File: src/rtl/uart_fifo_tx_pkg.sv
// Shared definitions for the FIFO-draining UART transmit path.
// Holds the frame state encoding and the baud divider arithmetic, so a future receiver can reuse them.
package uart_fifo_tx_pkg;

    typedef enum logic [2:0] {
        IDLE  = 3'd0,
        FETCH = 3'd1,
        LATCH = 3'd2,
        START = 3'd3,
        DATA  = 3'd4,
        STOP  = 3'd5
    } tx_state_e;

    // Clock cycles per serial bit, truncated.
    function automatic int unsigned baud_div(input int unsigned clk_hz, input int unsigned baud);
        return clk_hz / baud;
    endfunction

    // Counter width for a divider; clamps to one bit so illegal dividers still elaborate far enough to report.
    function automatic int unsigned cnt_width(input int unsigned div);
        return (div < 2) ? 1 : $clog2(div);
    endfunction

endpackage

File: src/rtl/uart_fifo_tx_if.sv
// FIFO read port plus serial output of the UART transmitter.
// The master side is the transmitter; the slave side is the FIFO and line observer.
interface uart_fifo_tx_if #(
    parameter int unsigned DATA_BITS = 8
);
    logic                 fifo_empty;
    logic                 fifo_rd_en;
    logic [DATA_BITS-1:0] fifo_rd_data;
    logic                 tx;
    logic                 busy;

    modport master (
        input  fifo_empty,
        input  fifo_rd_data,
        output fifo_rd_en,
        output tx,
        output busy
    );

    modport slave (
        output fifo_empty,
        output fifo_rd_data,
        input  fifo_rd_en,
        input  tx,
        input  busy
    );
endinterface

File: src/rtl/uart_baud_gen.sv
// Bit-period tick generator: tick_c is high on the last cycle of every DIV-cycle period.
// restart forces the period to begin again on the following cycle.
module uart_baud_gen
    import uart_fifo_tx_pkg::*;
#(
    parameter int unsigned DIV = 12
) (
    input  logic clk,
    input  logic rst,
    input  logic restart,
    output logic tick_c
);
    localparam int unsigned CNT_W = cnt_width(DIV);

    logic [CNT_W-1:0] cnt;

    assign tick_c = (cnt == CNT_W'(DIV - 1));

    always_ff @(posedge clk or posedge rst) begin
        if (rst) begin
            cnt <= '0;
        end else if (restart || tick_c) begin
            cnt <= '0;
        end else begin
            cnt <= cnt + CNT_W'(1);
        end
    end
endmodule

File: src/rtl/uart_fifo_tx.sv
// UART transmitter that pops words from an upstream synchronous FIFO and sends them as 8N1/8N2 frames.
// One word per frame; tx, busy and fifo_rd_en are all registered.
module uart_fifo_tx
    import uart_fifo_tx_pkg::*;
#(
    parameter int unsigned CLK_HZ    = 12_000_000,
    parameter int unsigned BAUD      = 115_200,
    parameter int unsigned DATA_BITS = 8,
    parameter int unsigned STOP_BITS = 1
) (
    input  logic          clk,
    input  logic          rst,
    uart_fifo_tx_if.master bus
);
    localparam int unsigned DIV   = baud_div(CLK_HZ, BAUD);
    localparam int unsigned BIT_W = $clog2(DATA_BITS + STOP_BITS);

    if (DIV < 2) begin : g_bad_div
        $error("uart_fifo_tx: CLK_HZ / BAUD must be at least 2");
    end
    if (STOP_BITS < 1 || STOP_BITS > 2) begin : g_bad_stop
        $error("uart_fifo_tx: STOP_BITS must be 1 or 2");
    end
    if (DATA_BITS < 2) begin : g_bad_data
        $error("uart_fifo_tx: DATA_BITS must be at least 2");
    end

    tx_state_e            state;
    logic [DATA_BITS-1:0] shift;
    logic [BIT_W-1:0]     bit_cnt;
    logic                 baud_tick_c;
    logic                 baud_restart_c;

    // The bit period restarts as the word is latched, so the start bit is exactly DIV cycles.
    assign baud_restart_c = (state == LATCH);

    uart_baud_gen #(
        .DIV (DIV)
    ) u_baud_gen (
        .clk     (clk),
        .rst     (rst),
        .restart (baud_restart_c),
        .tick_c  (baud_tick_c)
    );

    // Frame sequencer; each output is set on the transition into the state that owns it.
    always_ff @(posedge clk or posedge rst) begin
        if (rst) begin
            state          <= IDLE;
            shift          <= '0;
            bit_cnt        <= '0;
            bus.tx         <= 1'b1;
            bus.fifo_rd_en <= 1'b0;
            bus.busy       <= 1'b0;
        end else begin
            bus.fifo_rd_en <= 1'b0;
            case (state)
                IDLE: begin
                    if (!bus.fifo_empty) begin
                        state          <= FETCH;
                        bus.fifo_rd_en <= 1'b1;
                        bus.busy       <= 1'b1;
                    end
                end
                FETCH: begin
                    state <= LATCH;
                end
                LATCH: begin
                    shift   <= bus.fifo_rd_data;
                    bit_cnt <= '0;
                    bus.tx  <= 1'b0;
                    state   <= START;
                end
                START: begin
                    if (baud_tick_c) begin
                        bus.tx <= shift[0];
                        state  <= DATA;
                    end
                end
                DATA: begin
                    if (baud_tick_c) begin
                        shift <= shift >> 1;
                        if (bit_cnt == BIT_W'(DATA_BITS - 1)) begin
                            bit_cnt <= '0;
                            bus.tx  <= 1'b1;
                            state   <= STOP;
                        end else begin
                            bit_cnt <= bit_cnt + BIT_W'(1);
                            bus.tx  <= shift[1];
                        end
                    end
                end
                STOP: begin
                    if (baud_tick_c) begin
                        if (bit_cnt == BIT_W'(STOP_BITS - 1)) begin
                            bit_cnt  <= '0;
                            bus.busy <= 1'b0;
                            state    <= IDLE;
                        end else begin
                            bit_cnt <= bit_cnt + BIT_W'(1);
                        end
                    end
                end
                default: begin
                    state    <= IDLE;
                    bus.tx   <= 1'b1;
                    bus.busy <= 1'b0;
                end
            endcase
        end
    end
endmodule

File: src/flat_wrapper.sv
// flat-port wrapper written by rule: the top's interface ports become plain ports
module uart_fifo_tx_flat import uart_fifo_tx_pkg::*;
#(
    parameter int unsigned CLK_HZ    = 12_000_000,
    parameter int unsigned BAUD      = 115_200,
    parameter int unsigned DATA_BITS = 8,
    parameter int unsigned STOP_BITS = 1
)
  (clk, rst, bus_fifo_empty, bus_fifo_rd_data, bus_fifo_rd_en, bus_tx, bus_busy);
  uart_fifo_tx_if #(.DATA_BITS(DATA_BITS)) bus_i ();
  input  logic clk;
  input  logic rst;
  input wire logic [$bits(bus_i.fifo_empty)-1:0] bus_fifo_empty;
  input wire logic [$bits(bus_i.fifo_rd_data)-1:0] bus_fifo_rd_data;
  output wire logic [$bits(bus_i.fifo_rd_en)-1:0] bus_fifo_rd_en;
  output wire logic [$bits(bus_i.tx)-1:0] bus_tx;
  output wire logic [$bits(bus_i.busy)-1:0] bus_busy;
  assign bus_i.fifo_empty = bus_fifo_empty;
  assign bus_i.fifo_rd_data = bus_fifo_rd_data;
  assign bus_fifo_rd_en = bus_i.fifo_rd_en;
  assign bus_tx = bus_i.tx;
  assign bus_busy = bus_i.busy;
  uart_fifo_tx #(.CLK_HZ(CLK_HZ), .BAUD(BAUD), .DATA_BITS(DATA_BITS), .STOP_BITS(STOP_BITS)) u_core (.clk(clk), .rst(rst), .bus(bus_i));
endmodule
File: config.mk
export PLATFORM = sky130hd
export DESIGN_NAME = uart_fifo_tx_flat
export DESIGN_NICKNAME = d
export VERILOG_FILES = /design/src/rtl/uart_fifo_tx_pkg.sv /design/src/rtl/uart_fifo_tx_if.sv /design/src/rtl/uart_baud_gen.sv /design/src/rtl/uart_fifo_tx.sv /design/src/flat_wrapper.sv
export SDC_FILE = /design/constraint.sdc
export NUM_CORES = 1
export LEC_CHECK = 0
export ABC_AREA = 1
export BUFFER_PORTS_ARGS = -buffer_cell sky130_fd_sc_hd__clkbuf_2
export CORE_UTILIZATION = 35
export CTS_BUF_LIST = sky130_fd_sc_hd__clkbuf_8
export DETAILED_ROUTE_END_ITERATION = 16
export SLEW_MARGIN = 15
export SYNTH_ARGS = -nofsm -noshare
export SYNTH_HDL_FRONTEND = slang
export SYNTH_SLANG_ARGS = --single-unit
File: constraint.sdc
create_clock -name clk -period 1.6 [get_ports clk]
set_clock_uncertainty 0.1 [all_clocks]
set_input_delay 0.16 -clock clk [delete_from_list [all_inputs] [get_ports clk]]
set_output_delay 0.16 -clock clk [all_outputs]
set_load 0.1 [all_outputs]
==> results of run 1 <==
==> routing by layer <==
metal | track usage, % | vias to the layer above | wire length [µm]
li1 | - | 615 | -
met1 | 19.3 | 506 | 1330
met2 | 21.4 | 18 | 1060
met3 | 4.17 | 2 | 90
met4 | 1.63 | 0 | 12
met5 | 0 | - | 0
==> flip-flops by register name, summed over array words and instances (netlist names) <==
signal / cells
u_core.shift: 8
u_core.bus.busy: 1
u_core.state: 3
u_core.u_baud_gen.cnt: 7
u_core.bus.fifo_rd_en: 1
u_core.bit_cnt: 4
u_core.bus.tx: 1
==> synth_stat cells (3+ instances only) <==
library cell  instances
nand2_1              51
inv_1                25
dfrtp_1              24
nor2_1               17
nand3_1              15
o21ai_0              12
o21ai_2               6
nor2_2                4
o21ai_1               4
ha_1                  3
inv_2                 3
==> power breakdown <==
part	switching, mW	internal, mW
Clock	0.206	0.176
Combinational	1.00	0.473
Sequential	0.185	0.885
==> critical path, cell delays in order, from the launching register on <==
cell and delay, ns:
dfrtp_1 0.38, ha_1 0.20, nand3_1 0.13, nor2_4 0.16, nand2_2 0.09, nand2_4 0.18
nand3_1 0.11, o21ai_2 0.06
==> cell type report <==
cell class / instances / area, µm²
Clock buffer: 3 / 41.3
Inverter: 29 / 111
Tap cell: 48 / 60.1
Multi-Input combinational cell: 127 / 658
Clock inverter: 1 / 7.51
Timing Repair Buffer: 19 / 118
Fill cell: 394 / 2120
Sequential cell: 25 / 627
==> per-stage QoR <==
stage	utilization (%)	setup WS [ns]
after detailed placement	40.6	0.0459
after global placement	40.6	0.0828
final	43.3	0.130
after global routing	43.3	-0.0149
after floorplan	-	0.188
after CTS	42.5	0.0283
==> worst paths after layout <==
check | from | to | slack [ns] | depth (start not counted)
worst min-delay path | bus_fifo_rd_data[7] | u_core.shift[7] | 0.03 | 3
worst max-delay path | u_core.u_baud_gen.cnt[0] | u_core.shift[7] | 0.13 | 7
min in group asynchronous | rst | u_core.u_baud_gen.cnt[3] | 0.36 | 4
worst min register to register | u_core.u_baud_gen.cnt[0] | u_core.u_baud_gen.cnt[0] | 0.37 | 1
worst max register to register | u_core.u_baud_gen.cnt[0] | u_core.shift[7] | 0.13 | 7
max in group asynchronous | rst | u_core.bus.tx | 0.75 | 4
==> layout by cell type (no fill, tap or decap), types with 2 or more instances in the layout <==
cell           instances
buf_4                  5
nand2_4                2
o21ai_2                6
clkbuf_2              12
a21oi_1                2
ha_1                   2
nor2_4                 2
nor3b_1                2
nor2_2                 4
dlygate4sd3_1          2
dfrtp_1               24
inv_2                  3
nand2_1               48
nand2_2                5
nand3_1               15
inv_1                 25
o21ai_0               12
nor2_1                16
nor3_1                 2
clkbuf_8               3
o21ai_1                4
==> what timing repair did <==
item / in CTS / in global routing
setup buffers: 0 / 2
endpoints found under the hold margin: 25 / 0
endpoints found under the setup margin: 0 / 15
gates resized for setup: 0 / 6
hold buffers: 2 / 0
==> cells by family (layout without fill, tap and decap cells) <==
| group | Yosys count | after routing | synth area share [%] |
|---|---|---|---|
| compound gates | 25 | 25 | 10.8 |
| simple gates | 98 | 98 | 31.5 |
| flops | 25 | 25 | 44.7 |
| xor+xnor | 1 | 1 | 0.624 |
| fa+ha+maj | 3 | 3 | 2.67 |
| buf+inv | 31 | 52 | 9.71 |
==> impl_metrics.json, run 1 <==
{
  "outcome": "completed",
  "ys_seq_area_share_pct": 44.7,
  "firstDrtPassIters": 4,
  "max_freq_mhz": 680,
  "slew_headroom_pct": 64.2,
  "dpl_cell_area_um2": 1520,
  "antenna_found_initial": 0,
  "vdd_drop_max_mv": 0.792,
  "fin_setup_tns_ns": 0,
  "dieWidth_um": 65.3,
  "avgViaCountPerCell": 4.53,
  "synth.distinct_cells": 25,
  "netlist_instances": 183,
  "ctsRootBufferMaster": "clkbuf_8",
  "crit_type": "flip-flop to flip-flop",
  "synth_edf_count": 0,
  "synth_area_um2": 1400,
  "worst_setup_path_end_kind": "flip-flop",
  "remaining_drc_errors": 0,
  "synth_flop_cell": "dfrtp_1",
  "stdcell_area_um2": 1620,
  "die-area_um2": 4270,
  "path_clk_slew_ns": 0.09,
  "ios": 14,
  "grt-ovfl-total": 0,
  "yosysTopAreaCellShare_pct": 42.8,
  "core.rowCount": 22,
  "cts.sinks": 25,
  "worst-path-max-fanout": 15,
  "arrival_ns": 1.58,
  "fin_nets": 219,
  "grt_max_degree": 26,
  "clk_path_buf_depth": 2,
  "finalPower_mw": 2.93,
  "gp_congestion": 0.786,
  "track_usage_pct": 13.8,
  "p_per_area_nw_per_um2": 1800,
  "insertion_delay_ns": 0.27,
  "area_growth_pct": 15.6,
  "fin_crit_ns": 1.47,
  "worst_slew_pin_slew_ns": 0.539,
  "place_hpwl_um": 1890,
  "timing.hold.ws_ns": 0.0285,
  "cts.htree.levels": 1,
  "avgSynthCellArea_um2": 7.67,
  "hp-class": "input port to flip-flop",
  "die_y_um": 65.3,
  "cts_tree": "done",
  "antenna_cells": 0,
  "synth_area_leaders": "dfrtp_1 (43%), nand2_1 (14%), inv_1 (6.7%), nand3_1 (5.3%), nor2_1 (4.5%)",
  "async_flop_share_pct": 100,
  "crit_required_ns": 1.71,
  "stdcell_count": 252,
  "synth_top_area_cell": "dfrtp_1",
  "drive_gt1_share_pct": 23.5,
  "fin_crit_sh_pct": 91.9,
  "num_vias": 1141,
  "wire_per_inst_um": 9.91,
  "ys_warn_count": 0,
  "report.final.slew_viol_count": 0,
  "synth-seq-cells": 25,
  "grt_pass1_wl_um": 4610,
  "wirelength_um": 2500,
  "p_leak_nw": 0.823,
  "maxCapViolations": 0,
  "start_util_pct": 37.5,
  "core_um2": 3740,
  "worst_setup_path_start_kind": "flip-flop",
  "portBuffers": 13,
  "hold_viol": 0,
  "grt_pass1_vias": 1087,
  "cts_buffers": 3,
  "drt_iter0_drc": 79,
  "drtAntennaViolNets": 0,
  "syn_nets": 197,
  "finalSetupViolations": 0,
  "placed_cells": 244
}
No activity file was read; power rests on OpenSTA's default activity.
==> run 2: changes to the inputs <==
--- a/config.mk
+++ b/config.mk
@@ -5,7 +5,6 @@
 export SDC_FILE = /design/constraint.sdc
 export NUM_CORES = 1
 export LEC_CHECK = 0
-export ABC_AREA = 1
 export BUFFER_PORTS_ARGS = -buffer_cell sky130_fd_sc_hd__clkbuf_2
 export CORE_UTILIZATION = 35
 export CTS_BUF_LIST = sky130_fd_sc_hd__clkbuf_8
@@ -13,4 +12,5 @@
 export SLEW_MARGIN = 15
 export SYNTH_ARGS = -nofsm -noshare
 export SYNTH_HDL_FRONTEND = slang
+export SYNTH_HIERARCHICAL = 1
 export SYNTH_SLANG_ARGS = --single-unit
==> impl_metrics.json, run 2 <==
{
  "outcome": "finished, violations left",
  "violations": "negative setup slack",
  "rsz0062_at_grt": "true",
  "synth.distinct_cells": 41,
  "remaining_drc_errors": 0,
  "slew_headroom_pct": 64.3,
  "area_growth_pct": 35.7,
  "max_freq_mhz": 542,
  "grt_pass1_vias": 1151,
  "ios": 14,
  "synth-seq-cells": 25,
  "netlist_instances": 147,
  "p_per_area_nw_per_um2": 1160,
  "insertion_delay_ns": 0.27,
  "avgViaCountPerCell": 4.96,
  "die_y_um": 64.5,
  "dieWidth_um": 64.5,
  "crit-reg2reg-launch": "u_core/u_baud_gen/cnt[0]",
  "grt-ovfl-total": 0,
  "multi_input_area_um2": 746,
  "clk_path_buf_depth": 2,
  "ctsRootBufferMaster": "clkbuf_8",
  "clkPwrFrac_pct": 17.3,
  "met3_usage_pct": 2.29,
  "final_common_cell": "buf_4",
  "worst_hold_path.num_cells": 3,
  "met2_usage_pct": 28.7,
  "switching_share_pct": 35.1,
  "synth_common_cells": "dfrtp_1 (24), nand2_1 (20), nor2_1 (18)",
  "portBuffers": 13,
  "fin_nets": 205,
  "wirelength_um": 3000,
  "antenna_found_initial": 0,
  "r2r_end": "u_core/bit_cnt[2]",
  "drt_iter0_drc": 72,
  "worst_setup_path_start_kind": "flip-flop",
  "yosysMostFrequentCell": "dfrtp_1",
  "report.final.slew_viol_count": 0,
  "cp_slowest_cell": "dfrtp_1",
  "min_to": "u_core/shift[3]",
  "core_um2": 3690,
  "drtAntennaViolNets": 0,
  "fillers": 352,
  "p_leak_nw": 0.807,
  "core.rowCount": 22,
  "synth_top_area_cell": "dfrtp_1",
  "fin_crit_sh_pct": 115,
  "num_vias": 1180,
  "cts.htree.levels": 1,
  "ys_warn_count": 6,
  "stdcell_area_um2": 1850,
  "cts_tree": "done",
  "antenna_cells": 0,
  "synth_flop_cell": "dfrtp_1",
  "drive_gt1_share_pct": 36.8,
  "firstDrtPassIters": 4,
  "avgSynthCellArea_um2": 9.29,
  "async_flop_share_pct": 100,
  "yosysTopAreaCellShare_pct": 44.0,
  "final_cell_mix": "buf_4 (27), dfrtp_1 (24), nand2_1 (19), nor2_1 (17), clkbuf_2 (12)",
  "synth_area_leaders": "dfrtp_1 (44%), nand2_1 (5.5%), nor2_1 (4.9%), a31oi_1 (3.7%), ha_1 (2.7%)",
  "place_hpwl_um": 2090,
  "r2r_slack_ns": -0.24,
  "crit_required_ns": 1.66,
  "reg.largest.list": "u_core/shift x8, u_core/u_baud_gen/cnt x7, u_core/bit_cnt x4",
  "arrival_ns": 1.90,
  "gp_congestion": 0.832,
  "grt_max_degree": 19,
  "combinationalPowerShare_pct": 38.0,
  "cp_top_family": "simple AND/OR/NAND/NOR gates",
  "max_stage_delay_ns": 0.42,
  "fin_setup_tns_ns": -2.39,
  "worst-path-max-fanout": 4,
  "synth_edf_count": 0,
  "r2r_cells": 7,
  "vdd_drop_max_mv": 0.657,
  "fin_crit_ns": 1.84,
  "path_clk_slew_ns": 0.09,
  "crit_type": "flip-flop to flip-flop",
  "worst_slew_pin_slew_ns": 0.538,
  "fin_ws_ns": -0.244,
  "finalPower_mw": 2.15,
  "intPower_mw": 1.39,
  "maxCapViolations": 0,
  "grt.busiest_layer": "met2",
  "track_usage_pct": 16.3,
  "met1_usage_pct": 20.2,
  "wire_per_inst_um": 12.6,
  "hp-class": "input port to flip-flop",
  "start_util_pct": 37.0,
  "die-area_um2": 4150,
  "regMostFlops": "u_core/shift",
  "cp_cell_sequence": "ha_4, nand3_4, nor2_4, and3b_2, nor2_4, and4bb_1, a221o_1",
  "final-seq-area_um2": 627,
  "finalSetupViolations": 15,
  "dpl_cell_area_um2": 1630,
  "synth_area_um2": 1370,
  "cts.sinks": 25,
  "p_sw_mw": 0.752,
  "grt_pass1_wl_um": 5240,
  "cts_buffers": 3,
  "hp-start": "bus_fifo_rd_data[3]",
  "seqPwrFrac_pct": 44.7,
  "ys_seq_area_share_pct": 45.9,
  "largest_reg_flops": 8,
  "hold_viol": 0,
  "cpMostUsedCell": "nor2_4",
  "syn_nets": 161,
  "fin_util_pct": 50.2,
  "path_buf_inv": 0,
  "worst_setup_path_end_kind": "flip-flop"
}
-- run 2: cell types whose count changed in the layout (fill, tap and decap cells not counted), moves of 8 or more --
| cell | change |
|---|---|
| o21ai_0 | -8 |
| nand3_1 | -10 |
| nand2_1 | -29 |
| inv_1 | -17 |
| buf_4 | +22 |
| a31oi_1 | +8 |
-- run 2: layout make-up --
class / count / area share (%)
Inverter: 7 / 1.42
Sequential cell: 25 / 33.9
Clock buffer: 3 / 2.23
Multi-Input combinational cell: 108 / 40.3
Timing Repair Buffer: 46 / 18.8
Tap cell: 48 / 3.24
Clock inverter: 1 / 0.203
-- run 2: cell families (layout without fill, tap and decap cells) --
kind of cell | after synthesis | after routing | synth area share [%]
compound gates | 33 | 33 | 16.4
xor+xnor | 3 | 3 | 1.93
fa+ha+maj | 3 | 3 | 2.75
buf+inv | 14 | 57 | 6.14
flops | 25 | 25 | 45.9
simple gates | 69 | 69 | 26.9
-- run 2: worst reg2reg max path: stages, from the launching register on --
cell and delay (ns):
dfrtp_1 0.42, ha_4 0.18, nand3_4 0.10, nor2_4 0.04, and3b_2 0.22, nor2_4 0.16, and4bb_1 0.25, a221o_1 0.26
-- run 2: worst max path at each step --
| stage | startpoint | end | slack, ns | cells after the start |
|---|---|---|---|---|
| floorplan | u_core/u_baud_gen/cnt[4] | u_core/shift[0] | -0.29 | 8 |
| global placement | u_core/u_baud_gen/cnt[4] | u_core/shift[0] | -0.17 | 7 |
| detailed placement | u_core/u_baud_gen/cnt[0] | u_core/bit_cnt[2] | -0.28 | 7 |
| CTS | u_core/u_baud_gen/cnt[4] | u_core/shift[2] | -0.20 | 7 |
| global route | u_core/u_baud_gen/cnt[4] | u_core/shift[1] | -0.31 | 7 |
| finish | u_core/u_baud_gen/cnt[0] | u_core/bit_cnt[2] | -0.24 | 7 |
-- run 2: power by group through the flow --
stage	Sequential (mW)	Clock, mW	Combinational (mW)
finish	0.959	0.371	0.816
global route	0.986	0.414	0.899
CTS	0.950	0.384	0.777
detailed placement	0.955	0	0.717
global placement	0.941	0	0.688
floorplan	1.04	0	0.384
-- run 2: metrics by stage --
step                setup slack, ns  cells  hold WS (ns)
floorplan                    -0.291    147        -0.137
global placement             -0.167    224      -0.00388
detailed placement           -0.276    224       0.00248
CTS                          -0.203    235        0.0167
global route                 -0.306    238        0.0188
finish                       -0.244    238        0.0180
-- run 2: layer usage --
layer / wire [µm] / vias up
met4: 67 / 0
met5: 0 / -
li1: - / 603
met1: 1300 / 552
met3: 78 / 6
met2: 1550 / 19
-- run 2: timing repair --
item | in CTS | in global routing
endpoints found under the hold margin | 25 | 0
endpoints found under the setup margin | 16 | 17
hold buffers | 2 | 0
pin swaps | 11 | 6
setup buffers | 5 | 3
resized for setup | 12 | 8
==> run 3: changes to the inputs <==
==> constraint.sdc (replaced) <==
create_clock -name clk -period 1.6 [get_ports clk]
set_clock_uncertainty 0.1 [all_clocks]
set_input_delay 0.08 -clock clk [delete_from_list [all_inputs] [get_ports clk]]
set_output_delay 0.08 -clock clk [all_outputs]
set_load 0.1 [all_outputs]
==> impl_metrics.json, run 3 (same netlist as run 2, synthesis figures left out) <==
{
  "outcome": "finished, violations left",
  "violations": "negative setup slack",
  "num_vias": 1154,
  "hp-class": "input port to asynchronous set/reset pin",
  "ios": 14,
  "start_util_pct": 37.0,
  "die_y_um": 64.5,
  "antenna_cells": 0,
  "regMostFlops": "u_core/shift",
  "fin_crit_sh_pct": 111,
  "fin_util_pct": 49.9,
  "arrival_ns": 1.87,
  "worst-path-max-fanout": 16,
  "combinationalPowerShare_pct": 36.9,
  "cts_buffers": 3,
  "wirelength_um": 2790,
  "timing.hold.ws_ns": 0.182,
  "rsz0062_at_grt": "true",
  "hold_viol": 0,
  "fin_crit_ns": 1.78,
  "grt_pass1_wl_um": 5070,
  "finalSetupViolations": 14,
  "place_hpwl_um": 1960,
  "path_clk_slew_ns": 0.09,
  "fin_ws_ns": -0.177,
  "cts.htree.levels": 1,
  "area_growth_pct": 34.8,
  "remaining_drc_errors": 0,
  "switching_share_pct": 35.1,
  "fillers": 345,
  "portBuffers": 13,
  "seqPwrFrac_pct": 45.6,
  "drive_gt1_share_pct": 30.7,
  "drt_iter0_drc": 38,
  "grt_pass1_vias": 1200,
  "insertion_delay_ns": 0.27,
  "die-area_um2": 4150,
  "gp_congestion": 0.824,
  "cts.sinks": 25,
  "p_sw_mw": 0.740,
  "track_usage_pct": 15.4,
  "max_freq_mhz": 563,
  "p_leak_nw": 0.806,
  "crit_required_ns": 1.69,
  "wire_per_inst_um": 11.6,
  "maxCapViolations": 0,
  "dieWidth_um": 64.5,
  "stdcell_count": 240,
  "final_cell_mix": "dfrtp_1 (24), buf_4 (23), nand2_1 (18), nor2_1 (16), clkbuf_2 (13)",
  "clkPwrFrac_pct": 17.5,
  "reg.largest.list": "u_core/shift x8, u_core/u_baud_gen/cnt x7, u_core/bit_cnt x4",
  "antenna_found_initial": 0,
  "p_per_area_nw_per_um2": 1150,
  "r2r_end": "u_core/shift[1]",
  "crit_type": "flip-flop to flip-flop",
  "finalPower_mw": 2.11,
  "slew_headroom_pct": 64.3,
  "worst_setup_path_start_kind": "flip-flop",
  "grt_max_degree": 19,
  "intPower_mw": 1.37,
  "vdd_drop_max_mv": 0.507,
  "firstDrtPassIters": 4,
  "drtAntennaViolNets": 0,
  "r2r_slack_ns": -0.18,
  "placed_cells": 223,
  "report.final.slew_viol_count": 0,
  "r2r_cells": 7,
  "crit-reg2reg-launch": "u_core/u_baud_gen/cnt[4]",
  "avgViaCountPerCell": 4.81,
  "ctsRootBufferMaster": "clkbuf_8",
  "cts_tree": "done",
  "fin_setup_tns_ns": -1.71,
  "core_um2": 3690,
  "final_common_cell": "dfrtp_1",
  "largest_reg_flops": 8,
  "core.rowCount": 22,
  "fin_nets": 207,
  "worst_setup_path_end_kind": "flip-flop",
  "clk_path_buf_depth": 2,
  "grt-ovfl-total": 0,
  "worst_slew_pin_slew_ns": 0.537
}
## run 3: final cells by class
cell class | count | area [µm²] | share of cell area, %
Clock buffer | 3 | 41.3 | 2.24
Timing Repair Buffer | 48 | 369 | 20.1
Sequential cell | 25 | 627 | 34.1
Tap cell | 48 | 60.1 | 3.26
Inverter | 7 | 26.3 | 1.43
Clock inverter | 1 | 3.75 | 0.204
Multi-Input combinational cell | 108 | 713 | 38.7
## run 3: metal layers
layer  global-route usage (%)  vias up  wire length, µm
li1                         -      604                -
met1                     19.5      539             1350
met2                     27.4        9             1390
met3                     2.11        2               36
met4                     4.17        0               13
met5                        0        -                0
## run 3: timing repair
item | CTS | global route
pin swaps | 6 | 4
buffers inserted | 3 | 0
gates resized for setup | 5 | 7
setup endpoints to repair | 16 | 16
hold buffers | 10 | 0
hold endpoints to repair | 35 | 0
## run 3: power groups by stage
stage	clock network, mW	registers, mW	logic (mW)
final	0.368	0.961	0.779
after floorplan	0	1.04	0.384
after CTS	0.377	0.959	0.776
after global routing	0.420	0.988	0.871
after global placement	0	0.941	0.680
after detailed placement	0	0.952	0.707
## run 3: critical path, stage by stage, from the launching register on
cell and delay (ns):
dfrtp_1 0.38, or3b_4 0.42, nor2_4 0.11, nand3b_1 0.15
a21oi_4 0.21, buf_12 0.15, nor2_1 0.04, a31oi_1 0.14
## run 3: how the worst max path moves through the flow
stage                        end                startpoint  slack (ns)
2_1_floorplan    u_core/shift[0]  u_core/u_baud_gen/cnt[4]       -0.29
6_report         u_core/shift[1]  u_core/u_baud_gen/cnt[4]       -0.18
4_1_cts          u_core/shift[5]  u_core/u_baud_gen/cnt[4]       -0.20
5_1_grt          u_core/shift[1]  u_core/u_baud_gen/cnt[4]       -0.32
3_3_place_gp     u_core/shift[0]  u_core/u_baud_gen/cnt[4]       -0.17
3_5_place_dp   u_core/bit_cnt[2]  u_core/u_baud_gen/cnt[1]       -0.23
## run 3: metrics by stage
stage	setup WS [ns]	cell area, µm²
2_1_floorplan	-0.291	1380
3_3_place_gp	-0.169	1620
3_5_place_dp	-0.226	1620
4_1_cts	-0.199	1820
5_1_grt	-0.317	1840
6_report	-0.177	1840
